<file path="src/rtl/flag_branch_unit.sv">
// Z/C/N/V status register with branch-condition evaluation and a saturating
// consecutive-zero run counter. Branch results are registered, one cycle after request.
module flag_branch_unit #(
    parameter int BYPASS = 1,
    parameter int ZRUN_W = 4
) (
    input  logic              clk,
    input  logic              rst,
    input  logic              flag_we,
    input  logic              z_in,
    input  logic              c_in,
    input  logic              n_in,
    input  logic              v_in,
    input  logic              flags_clr,
    input  logic              br_req,
    input  logic [2:0]        cond,
    output logic              br_valid,
    output logic              br_taken,
    output logic              z_flag,
    output logic              c_flag,
    output logic              n_flag,
    output logic              v_flag,
    output logic [ZRUN_W-1:0] zero_run
);

    localparam logic [ZRUN_W-1:0] ZRUN_MAX = '1;

    logic f_z, f_c, f_n, f_v;
    logic cond_true;

    // Evaluated flag set: a same-cycle clear or update wins over the stored flags when bypassing.
    always_comb begin
        f_z = z_flag;
        f_c = c_flag;
        f_n = n_flag;
        f_v = v_flag;
        if (BYPASS != 0) begin
            if (flags_clr) begin
                f_z = 1'b0;
                f_c = 1'b0;
                f_n = 1'b0;
                f_v = 1'b0;
            end else if (flag_we) begin
                f_z = z_in;
                f_c = c_in;
                f_n = n_in;
                f_v = v_in;
            end
        end
    end

    always_comb begin
        cond_true = 1'b0;
        case (cond)
            3'b000:  cond_true = 1'b1;
            3'b001:  cond_true = f_z;
            3'b010:  cond_true = !f_z;
            3'b011:  cond_true = f_c;
            3'b100:  cond_true = !f_c;
            3'b101:  cond_true = f_n;
            3'b110:  cond_true = !f_n;
            3'b111:  cond_true = f_v;
            default: cond_true = 1'b0;
        endcase
    end

    always_ff @(posedge clk) begin
        if (rst || flags_clr) begin
            z_flag   <= 1'b0;
            c_flag   <= 1'b0;
            n_flag   <= 1'b0;
            v_flag   <= 1'b0;
            zero_run <= '0;
        end else if (flag_we) begin
            z_flag <= z_in;
            c_flag <= c_in;
            n_flag <= n_in;
            v_flag <= v_in;
            if (!z_in)
                zero_run <= '0;
            else if (zero_run != ZRUN_MAX)
                zero_run <= zero_run + 1'b1;
        end
    end

    always_ff @(posedge clk) begin
        if (rst) begin
            br_valid <= 1'b0;
            br_taken <= 1'b0;
        end else begin
            br_valid <= br_req;
            br_taken <= br_req & cond_true;
        end
    end

endmodule

</file>
<file path="config.mk">
export PLATFORM = sky130hd
export DESIGN_NAME = flag_branch_unit
export DESIGN_NICKNAME = d
export VERILOG_FILES = /design/src/rtl/flag_branch_unit.sv
export SDC_FILE = /design/constraint.sdc
export NUM_CORES = 1
export LEC_CHECK = 0
export BUFFER_PORTS_ARGS = -buffer_cell sky130_fd_sc_hd__buf_4
export CAP_MARGIN = 20
export CELL_PAD_IN_SITES_DETAIL_PLACEMENT = 1
export CELL_PAD_IN_SITES_GLOBAL_PLACEMENT = 1
export CORE_ASPECT_RATIO = 1.1
export CORE_MARGIN = 3
export CORE_UTILIZATION = 28
export DETAILED_ROUTE_END_ITERATION = 12
export PLACE_DENSITY = 0.67
export SLEW_MARGIN = 30
export SYNTH_ARGS = -nofsm -noshare
export SYNTH_HDL_FRONTEND = slang
export SYNTH_SLANG_ARGS = --single-unit
</file>
<file path="constraint.sdc">
create_clock -name clk -period 1.4 [get_ports clk]
set_input_delay 0.07 -clock clk [delete_from_list [all_inputs] [get_ports clk]]
set_output_delay 0.07 -clock clk [all_outputs]
set_load 0.1 [all_outputs]
</file>
# --- Word-level counts from Yosys, hierarchy flattened ---
# Index checks and enable logic that the tools add are counted.
word_totals:
  regBits: 10
  latchBits: 0
  mem_bits_rw: 0
  romBits: 0
  input_bits: 12
  wordCells: 35
  mem_count: 0
op_classes:
  addsub: 1
  n_mul: 0
  div_mod_pow: 0
  n_lt_le_gt_ge: 0
  eq_ne: 9
  shift: 0
  n_mux: 11
  bitwise: 1
  reduce_logical: 6
ops:
  columns: ["operator", "n"]
  rows:
  - ["3-bit equality test (second input constant)", 4]
  - ["1-bit 2-to-1 mux", 8]
  - ["4-bit 2-to-1 mux", 2]
  - ["1-bit case mux with 8 select lines", 1]
  - ["3-bit by 2-bit equality test with 1-bit output (second input constant)", 2]
  - ["4-bit by 1-bit adder with 4-bit output (second input constant)", 1]
  - ["4-bit inequality test (second input constant)", 1]
  - ["3-bit by 1-bit equality test with 1-bit output (second input constant)", 1]
  - ["1-bit logical NOT", 3]
  - ["3-bit logical NOT", 1]
  - ["2-bit by 1-bit inequality test with 1-bit output (second input constant)", 1]
  - ["2-bit AND reduction", 1]
  - ["1-bit bitwise AND", 1]
  - ["1-bit logical OR", 1]

# --- Longest topological paths before layout ---
# Gate-level depths: netlist of run 1.
depth:
  depth_word: 5
  ltp_mapped: 5
  ltp_nobuf: 5

# --- Worst setup path after synthesis of run 1 ---
# No wires, ideal clock.
synth_path:
  path_type: "register to register"
  startpoint: "register zero_run[0]"
  endpoint: "register zero_run[3]"
  setup_time_ns: 0.128
  t_arrival_ns: 1.827
  slack_ns: -0.555
  stages_incl_launch_ff: 6
  period_less_slack_ns: 1.955
  path_cell_list: "dfxtp_1 -> ha_1 -> nand4_1 -> nand3_1 -> xor2_1 -> nor3_1"
synth_via:
  elab_chain_cells: 3
  word_cells_on_any_way: 6
  cone_classes: "1 x add/sub; 2 x eq/ne; 2 x mux; 1 x reduce/logical"
synth_rtl:
  columns: ["element", "line", "source"]
  rows:
  - ["start, declared", "23", "output logic [ZRUN_W-1:0] zero_run"]
  - ["start signal, assigned", "82", "zero_run <= zero_run + 1'b1;"]
  - ["4-bit by 1-bit adder with 4-bit output / 4-bit inequality test (equally long branches)", "82, 81", null]
  - ["4-bit 2-to-1 mux / 2-bit by 1-bit inequality test with 1-bit output (equally long branches)", null, null]
  - ["4-bit 2-to-1 mux / 2-bit AND reduction (equally long branches)", null, null]
# Parallel ways exist; a longest one is shown, timed or not. The select of a mux whose other input is x is not followed.
# A chain may end at the register's enable or synchronous reset.

# --- Final worst setup path of run 1 ---
# Same ends and word-level chain as after synthesis.

==> results.ini, run 1 <==
[sta]
fin_ws_ns = 0.137
worst_pin_slew_ns = 0.316
maxSlewViolCount = 0
skew_ns = 0.00425
max_freq_mhz = 791
hold_violations = 0
rsz0062_at_grt = no
whs_ns = 0.0822
fin_crit_sh_pct = 90.2
fin_crit_ns = 1.26
relSlewSlack_pct = 78.3
setup_viol = 0
tns_ns = 0

[setup_path]
cp.required_ns = 1.57
rr_endpoint = zero_run[3]
cp.arrival_ns = 1.43
cp_max_fo = 5
reg2reg_depth = 5
start_kind = flip-flop
r2r-start = zero_run[0]
worstSetupPathType = reg2reg
reg2reg_slack_ns = 0.14
end_kind = flip-flop

[power_and_ir_drop]
leakage_nw = 0.319
combPwrFrac_pct = 21.6
switching_share_pct = 28.9
power_density_nw_per_um2 = 968
p_seq_share_pct = 41.5
vdd_ir_drop_max_uv = 342
p_int_w = 0.000496
clkPwrFrac_pct = 36.9
p_sw_w = 0.000201

[synth]
yosysWarnings = 0
ys_seq_elements = 10
synth-seq-area-share_pct = 41.0
synth.distinct_cells = 26
mappedNetlistArea_um2 = 488
synth_fp_nets = 68
synth_top_area_share_pct = 41.0
avgSynthCellArea_um2 = 8.87
synth_top_cell_by_area = dfxtp_1
postSynthCellCount = 55
netlist_top_cells_area = dfxtp_1 (41%), mux2i_1 (8.2%), a21oi_1 (5.1%), nand2_1 (4.6%), nor2b_1 (3.8%)

[route]
drc_errors = 0
routed_wl_um = 1230
ant_nets = 0
viasPerCell = 5.02
drt_iter0_markers = 1
wl_per_cell_um = 12.8
vias = 482
first_pass_iters = 4

[floorplan]
die_x_um = 45.8
start_util_pct = 30.2
rows = 15
ios = 22
coreArea_um2 = 1610
die_h_um = 49.8
die_area_um2 = 2280

[finish]
postLayoutCoreUtil_pct = 44.7
layout_common_cells = buf_4 (21), nand2_1 (6), a21oi_1 (5), dfxtp_4 (5)
mostFrequentLayoutCell = buf_4
fin_cells = 96
drive_gt1_share_pct = 45.6
nets = 93
syn2layout_area_growth_pct = 47.7
antennaDiodeCount = 0

[global_route]
grt_busiest_layer = met2
grt_pass1_wl_um = 2170
use_met3_pct = 2.19
grt_use_met1_pct = 17.0
grt_usage_pct = 12.7
overflow = 0
grt_max_degree = 12
grt_util_met2_pct = 19.3
grt_pass1_vias = 507
antenna_found_initial = 0

[clock_tree]
cts_resized = 0
clkTransAtPathRegs_ns = 0.07
root_buffer = clkbuf_4
cts_tree = yes
cts.sinks = 10
cts_made_buffers = 3
cts_setup_buffers = 0
clk_latency_ns = 0.26
cts.path.max_buffers = 2
htree_levels = 1

[place]
dpl_worst_slack_ns = 0.113
dp_hpwl_um = 1010
dp_cells = 91
place_congestion = 0.763
port_buffers = 21

[worst_hold_path]
hold_start = v_in
hp-class = in2reg
hold_end = v_flag
hold_depth = 3

[job]
maxCapViolCount = 0

[status]
status = complete, no violations

[Yosys cell counts]
cell / n
a211oi_1: 1
a21oi_1: 5
a22oi_1: 1
and3_1: 1
buf_6: 1
clkbuf_1: 1
dfxtp_1: 10
ha_1: 1
inv_1: 1
mux2i_1: 4
nand2_1: 6
nand3_1: 1
nand3b_1: 1
nand4_1: 2
nand4b_1: 1
nor2_1: 4
nor2b_1: 3
nor3_1: 2
o21ai_0: 2
o22a_1: 1
o22a_2: 1
o31a_1: 1
or2_2: 1
or2b_2: 1
or3b_1: 1
xor2_1: 1
[sequential cells by signal (all words and copies together), names as in the netlist]
| name | cells |
|---|---|
| zero_run | 4 |
| br_valid | 1 |
| c_flag | 1 |
| n_flag | 1 |
| br_taken | 1 |
| z_flag | 1 |
| v_flag | 1 |
[timing repair]
action	CTS	global route
hold buffers	1	0
hold endpoints to repair	1	0
endpoints found under the setup margin	0	1
[critical path, cell delays in order (launching register included)]
cell	delay, ns
dfxtp_4	0.36
ha_1	0.23
nand4_1	0.15
nand3_1	0.11
xor2_1	0.15
nor3_1	0.18
[final cells by class]
type                            instances  area, µm²
Multi-Input combinational cell         42        269
Tap cell                               17       21.3
Inverter                                1       3.75
Timing Repair Buffer                   22        168
Clock buffer                            4       36.3
Sequential cell                        10        223
Fill cell                             198        893
[metrics by stage]
step	power (W)	area, µm²
after floorplan	0.000397	510
after global placement	0.000445	674
after detailed placement	0.000447	674
after CTS	0.000711	721
after global routing	0.000741	721
final	0.000698	721
[worst max path at each step]
stage	end	from	cells after the start	slack [ns]
global placement	zero_run[3]	zero_run[0]	5	0.17
CTS	zero_run[3]	zero_run[0]	5	0.1
global route	zero_run[3]	zero_run[0]	5	0.003
detailed placement	zero_run[3]	zero_run[0]	5	0.11
floorplan	zero_run[3]	zero_run[1]	5	0.004
finish	zero_run[3]	zero_run[0]	5	0.14
[layer usage]
layer  vias to the layer above  routed length [µm]
met5                         -                   0
met3                         2                  54
met4                         0                  14
met2                        13                 609
met1                       223                 552
li1                        244                   -
[power by group through the flow]
stage	registers [W]	logic, W	clock network [W]
global placement	0.000296	0.000149	0
floorplan	0.000353	0.0000431	0
global route	0.000291	0.000163	0.000287
detailed placement	0.000296	0.000151	0
CTS	0.000290	0.000153	0.000268
finish	0.000290	0.000151	0.000258
[cell families after synthesis]
logic type,after synthesis,synth area share (%)
XOR/XNOR,1,1.80
multiplexers,4,8.21
adder cells (fa/ha/maj),1,2.56
AO/OA/AOI/OAI,12,15.9
flip-flops,10,41.0
buffers and inverters,3,3.84
AND/OR/NAND/NOR,24,26.7
No activity file was read; power rests on OpenSTA's default activity.
==> run 2: changes to the inputs <==
clock period = 1.5 ns   (was 1.4 ns; I/O delays follow)
==> run 2 against run 1 <==
Effect of this change: hold slack better by 0.0072 ns; critical endpoint unchanged; non-clock buffer count unchanged; setup slack better by 0.13 ns; utilization down 0.78 points.
==> results.ini, run 2 (synthesized netlist as in run 1, its figures left out) <==
[floorplan]
ios = 22  ; unchanged
die_x_um = 45.8  ; unchanged
rows = 15  ; unchanged
die_area_um2 = 2280  ; unchanged
die_h_um = 49.8  ; unchanged
coreArea_um2 = 1610  ; unchanged
start_util_pct = 30.2  ; unchanged

[setup_path]
start_kind = flip-flop
reg2reg_depth = 5  ; unchanged
cp.arrival_ns = 1.41  ; -0.02 ns
r2r-start = zero_run[0]
worst_path_max_delay_cell = dfxtp_2
rr_endpoint = zero_run[3]
worstPathCellList = ha_1, nand4_1, nand3_1, xor2_1, nor3_1
path_depth = 5  ; unchanged
cp_max_fo = 5  ; unchanged
worstSetupPathType = reg2reg
cp_slowest_stage_delay_ns = 0.34  ; -0.02 ns
cp.required_ns = 1.68  ; +0.11 ns
end_kind = flip-flop
reg2reg_slack_ns = 0.27  ; +0.13 ns
crit_buf_inv = 0  ; unchanged
cp_top_family = simple AND/OR/NAND/NOR gates

[power_and_ir_drop]
leakage_nw = 0.317  ; -0.47%
clkPwrFrac_pct = 36.9  ; about the same
p_seq_share_pct = 41.9  ; +0.4 points
combPwrFrac_pct = 21.2  ; -0.4 points
power_density_nw_per_um2 = 934  ; -3.5%
vdd_ir_drop_max_uv = 386  ; +13%
p_sw_w = 0.000191  ; -5.1%
switching_share_pct = 28.9  ; +0.038 points
p_int_w = 0.000470  ; -5.3%
p_total_w = 0.000661  ; -5.2%

[sta]
rsz0062_at_grt = no
maxSlewViolCount = 0  ; unchanged
max_freq_mhz = 813  ; +2.7%
fin_crit_ns = 1.23  ; -0.0331 ns
skew_ns = 0.00355  ; -0.000703 ns
worst_pin_slew_ns = 0.296  ; -0.0199 ns
fin_crit_sh_pct = 82.0  ; -8.2 points
tns_ns = 0  ; unchanged
setup_viol = 0  ; unchanged
relSlewSlack_pct = 79.7  ; +1.4 points
hold_violations = 0  ; unchanged

[clock_tree]
cts.sinks = 10  ; unchanged
root_buffer = clkbuf_4
cts_made_buffers = 3  ; unchanged
cts.path.max_buffers = 2  ; unchanged
clkTransAtPathRegs_ns = 0.07  ; about the same
cts_tree = yes
clk_latency_ns = 0.26  ; about the same
htree_levels = 1  ; unchanged
cts_resized = 0  ; unchanged

[finish]
antennaDiodeCount = 0  ; unchanged
syn2layout_area_growth_pct = 45.1
mostFrequentLayoutCell = buf_4
largest_reg_flops = 4  ; unchanged
nets = 93  ; unchanged
largest-register = zero_run
drive_gt1_share_pct = 45.6  ; unchanged
layout_common_cells = buf_4 (21), dfxtp_2 (8), nand2_1 (6)
fin_cells = 96  ; unchanged

[route]
vias = 491  ; +1.9%
routed_wl_um = 1170  ; -5.0%
ant_nets = 0  ; unchanged
drt_iter0_markers = 2  ; +1
wl_per_cell_um = 12.2  ; -5.0%
drc_errors = 0  ; unchanged
first_pass_iters = 2  ; -2
viasPerCell = 5.11  ; +1.9%

[global_route]
grt_util_met2_pct = 20.0  ; +0.70 points
grt_max_degree = 12  ; unchanged
overflow = 0  ; unchanged
use_met3_pct = 4.38  ; +2.2 points
grt_pass1_vias = 486  ; -4.1%
grt_busiest_layer = met2
grt_pass1_wl_um = 1980  ; -8.9%
antenna_found_initial = 0  ; unchanged
grt_use_met1_pct = 12.7  ; -4.2 points
grt_usage_pct = 12.0  ; -0.72 points

[place]
place_congestion = 0.752  ; -1.4%
port_buffers = 21  ; unchanged
dp_hpwl_um = 942  ; -6.5%
dp_cells = 91  ; unchanged

[status]
status = complete, no violations

[worst_hold_path]
hold_depth = 3  ; unchanged
hold_start = v_in
hold_end = v_flag
hp-class = in2reg

[job]
maxCapViolCount = 0  ; unchanged

-- run 2: per-layer routing --
layer | part of all wire [%] | up-vias
met1 | 42 | 231
li1 | - | 245
met4 | 1.3 | 0
met3 | 6.2 | 2
met2 | 50 | 13
met5 | 0 | -
-- run 2: how the worst max path moves through the flow --
stage	from	endpoint	slack [ns]
4_1_cts	zero_run[0]	zero_run[3]	0.25
3_5_place_dp	zero_run[0]	zero_run[3]	0.27
5_1_grt	zero_run[0]	zero_run[3]	0.17
6_report	zero_run[0]	zero_run[3]	0.27
2_1_floorplan	zero_run[1]	zero_run[3]	-0.07
3_3_place_gp	flag_we	br_taken	0.28
-- run 2: worst reg2reg max path: stages (launching register included) --
cell and delay (ns):
dfxtp_2 0.34, ha_1 0.23, nand4_1 0.17, nand3_1 0.11, xor2_1 0.15, nor3_1 0.16
-- run 2: what timing repair did --
item | in CTS | in global routing
hold buffers | 1 | 0
buffers inserted | 0 | 0
endpoints found under the hold margin | 1 | 0
-- run 2: area by class of cell --
cell class	instances	area (µm²)
flip-flops and latches	10	210
multi-input cells	42	269
fillers	196	906
repair buffers	22	168
inverters	1	3.75
clock buffers	4	36.3
well taps	17	21.3
-- run 2: power by group through the flow --
stage,combinational (W),sequential (W),clock [W]
final,0.000140,0.000277,0.000244
after detailed placement,0.000140,0.000283,0
after CTS,0.000142,0.000277,0.000252
after floorplan,0.0000403,0.000337,0
after global placement,0.000139,0.000283,0
after global routing,0.000150,0.000278,0.000268
-- run 2: metrics by stage --
stage | cell area, µm² | setup slack [ns] | hold slack, ns | utilization, %
after global placement | 662 | 0.280 | 0.260 | 41.0
after floorplan | 498 | -0.0674 | 0.158 | -
after global routing | 708 | 0.167 | 0.0945 | 43.9
after detailed placement | 662 | 0.269 | 0.262 | 41.0
after CTS | 708 | 0.252 | 0.0893 | 43.9
final | 708 | 0.270 | 0.0894 | 43.9
==> run 3: changes to the inputs <==
ABC_AREA = 1   (was unset)
CORE_UTILIZATION = 27   (was 28)
PLACE_DENSITY = 0.7   (was 0.67)
clock period = 1 ns   (was 1.5 ns; I/O delays follow)
==> run 3 against run 2 <==
Effect of this change: the run now ends with negative setup slack left; sequential share of layout area fell by 5.1 points; synthesized cell count rose by 65%; utilization rose by 5.9 points; global-route usage rose by 4.4 points; design area rose by 32%; setup slack got worse by 0.42 ns; largest cell class unchanged; highest routed layer unchanged.
==> results.ini, run 3 <==
[route]
viasPerCell = 4.53  ; -11%
ant_nets = 0  ; unchanged
routed_wl_um = 1910  ; +63%
drt_iter0_markers = 7  ; +5
vias = 675  ; +37%
drc_errors = 0  ; unchanged
first_pass_iters = 2  ; unchanged
wl_per_cell_um = 12.8  ; +5.1%

[setup_path]
end_kind = flip-flop
worstSetupPathType = reg2reg
cp.arrival_ns = 1.33  ; -0.08 ns
startpoint = zero_run[1]
r2r-start = zero_run[1]
start_kind = flip-flop
cp.required_ns = 1.18  ; -0.50 ns
cp_max_fo = 4  ; -1

[status]
status = finished with violations
violations = negative setup slack

[floorplan]
die_area_um2 = 2700  ; +18%
ios = 22  ; unchanged
coreArea_um2 = 1880  ; +17%
start_util_pct = 30.3  ; +0.087 points
rows = 16  ; +1
die_x_um = 49.8  ; +8.8%
die_h_um = 54.2  ; +8.9%

[power_and_ir_drop]
p_sw_w = 0.000351  ; +83%
switching_share_pct = 35.5  ; +6.6 points
vdd_ir_drop_max_uv = 585  ; +52%
leakage_nw = 0.454  ; +43%
power_density_nw_per_um2 = 1050  ; +13%
p_seq_share_pct = 40.5  ; -1.4 points
p_total_w = 0.000987  ; +49%
p_int_w = 0.000636  ; +35%
combPwrFrac_pct = 27.0  ; +5.8 points
clkPwrFrac_pct = 32.5  ; -4.4 points

[sta]
fin_ws_ns = -0.150  ; -0.420 ns
rsz0062_at_grt = yes
max_freq_mhz = 870  ; +7.0%
worst_pin_slew_ns = 0.271  ; -0.0248 ns
fin_crit_ns = 1.15  ; -0.0804 ns
tns_ns = -0.416  ; -0.416 ns
setup_viol = 4  ; +4
skew_ns = 0.000598  ; -0.00295 ns
fin_crit_sh_pct = 115  ; +33 points
maxSlewViolCount = 0  ; unchanged
relSlewSlack_pct = 81.8  ; +2.2 points
hold_violations = 0  ; unchanged

[finish]
antennaDiodeCount = 0  ; unchanged
final-seq-area_um2 = 230  ; +9.5%
drive_gt1_share_pct = 44.3  ; -1.3 points
mostFrequentLayoutCell = buf_4
largest_reg_flops = 4  ; unchanged
final_cell_area_um2 = 936  ; +32%
nets = 136  ; +46%
layout_common_cells = buf_4 (24), nand2_1 (23), nor2_1 (14)
fin_cells = 149  ; +55%
largest-register = zero_run
syn2layout_area_growth_pct = 64.0
multi_input_area_um2 = 350  ; +30%
num-fill-cells = 265  ; +35%

[global_route]
grt_usage_pct = 16.4  ; +4.4 points
overflow = 0  ; unchanged
grt_pass1_wl_um = 3220  ; +63%
grt_max_degree = 9  ; -3
antenna_found_initial = 0  ; unchanged
grt_pass1_vias = 688  ; +42%

[clock_tree]
cts.sinks = 10  ; unchanged
clkTransAtPathRegs_ns = 0.07  ; about the same
cts_made_buffers = 3  ; unchanged
root_buffer = clkbuf_4
cts_tree = yes
htree_levels = 1  ; unchanged
cts.path.max_buffers = 2  ; unchanged
clk_latency_ns = 0.28  ; +0.02 ns

[synth]
yosysMostFrequentCell = nand2_1
synth_top_area_share_pct = 35.1  ; -5.9 points
synth_flop_cell = dfxtp_1
synth-seq-area-share_pct = 35.1  ; -5.9 points
ys_seq_elements = 10  ; unchanged
mappedNetlistArea_um2 = 571  ; +17%
synth-async-reset-ratio_pct = 0  ; unchanged
synth_top_cell_by_area = dfxtp_1
postSynthCellCount = 91  ; +65%
avgSynthCellArea_um2 = 6.27  ; -29%
yosysWarnings = 0  ; unchanged
synth_edf_count = 0  ; unchanged
synth.distinct_cells = 15  ; -42%
synth_common_cells = nand2_1 (25), nor2_1 (15), inv_1 (11), dfxtp_1 (10), nand3_1 (9)
netlist_top_cells_area = dfxtp_1 (35%), nand2_1 (16%), nor2_1 (9.9%), nand3_1 (7.9%), inv_1 (7.2%)
synth_fp_nets = 104  ; +53%

[worst_hold_path]
hp-class = in2reg
hold_start = br_req

[place]
place_congestion = 0.859  ; +14%
port_buffers = 21  ; unchanged
placed_area_um2 = 813  ; +23%
dp_cells = 140  ; +54%
dp_hpwl_um = 1370  ; +45%

[job]
maxCapViolCount = 0  ; unchanged

run 3: cell count changes after synthesis, moves of 3 or more:
| cell | previous run | this run |
|---|---|---|
| nand2_2 | 0 | 5 |
| nand3_1 | 1 | 9 |
| nand2_1 | 6 | 25 |
| nor2_1 | 4 | 15 |
| mux2i_1 | 4 | 0 |
| nor2b_1 | 3 | 0 |
| inv_1 | 1 | 11 |
run 3: cell families after synthesis:
logic type	after synthesis	synth area share (%)
simple gates	56	41.4
buf+inv	14	11.4
compound gates	10	9.87
flops	10	35.1
fa+ha+maj	1	2.19
run 3: metal layers:
| metal | up-vias | GRT usage (%) | wire length [µm] | share of wire, % |
|---|---|---|---|---|
| met5 | - | 0 | 0 | 0 |
| met4 | 0 | 8.29 | 27 | 1.4 |
| met3 | 2 | 5.18 | 119 | 6.2 |
| met2 | 17 | 27.8 | 944 | 50 |
| met1 | 309 | 18.8 | 814 | 43 |
| li1 | 347 | - | - | - |
run 3: path summary, 6_finish.rpt:
path / slack (ns) / to / cells after the start
setup reg to reg: -0.15 / zero_run[3] / 8
hold / removal: 0.005 / br_valid / 3
hold reg to reg: 0.51 / n_flag / 2
setup / recovery: -0.15 / zero_run[3] / 8
run 3: power groups by stage:
stage	Clock, W	Combinational (W)	Sequential (W)
after CTS	0.000320	0.000259	0.000400
after floorplan	0	0.0000784	0.000494
after detailed placement	0	0.000243	0.000409
after global placement	0	0.000241	0.000409
final	0.000321	0.000266	0.000400
after global routing	0.000335	0.000288	0.000402
run 3: stage by stage:
stage | hold slack, ns | setup WS (ns) | utilization [%]
2_1_floorplan | 0.113 | -0.313 | -
3_3_place_gp | 0.238 | -0.0686 | 43.2
3_5_place_dp | 0.243 | -0.151 | 43.2
4_1_cts | 0.00992 | -0.121 | 48.1
5_1_grt | 0.0321 | -0.223 | 49.7
6_report | 0.00497 | -0.150 | 49.7
run 3: layout make-up:
type,instances,share of cell area [%]
inverters,13,5.75
clock buffers,4,2.81
flip-flops and latches,10,24.6
multi-input cells,67,37.4
well taps,27,3.61
repair buffers,28,25.8
run 3: worst max-delay path: stages (launching register included):
cell	delay [ns]
dfxtp_4	0.36
ha_4	0.15
nand2_4	0.06
o21ai_4	0.16
inv_2	0.08
nand2_2	0.06
nand2_1	0.05
nand3_1	0.08
nor2_1	0.05
run 3: what timing repair did:
| action | 4_1_cts | 5_1_grt |
|---|---|---|
| gates cloned | 0 | 0 |
| resized for setup | 9 | 4 |
| endpoints found under the hold margin | 3 | 0 |
| pin swaps | 2 | 2 |
| endpoints found under the setup margin | 5 | 7 |
| setup buffers | 2 | 2 |
| hold buffers | 1 | 0 |
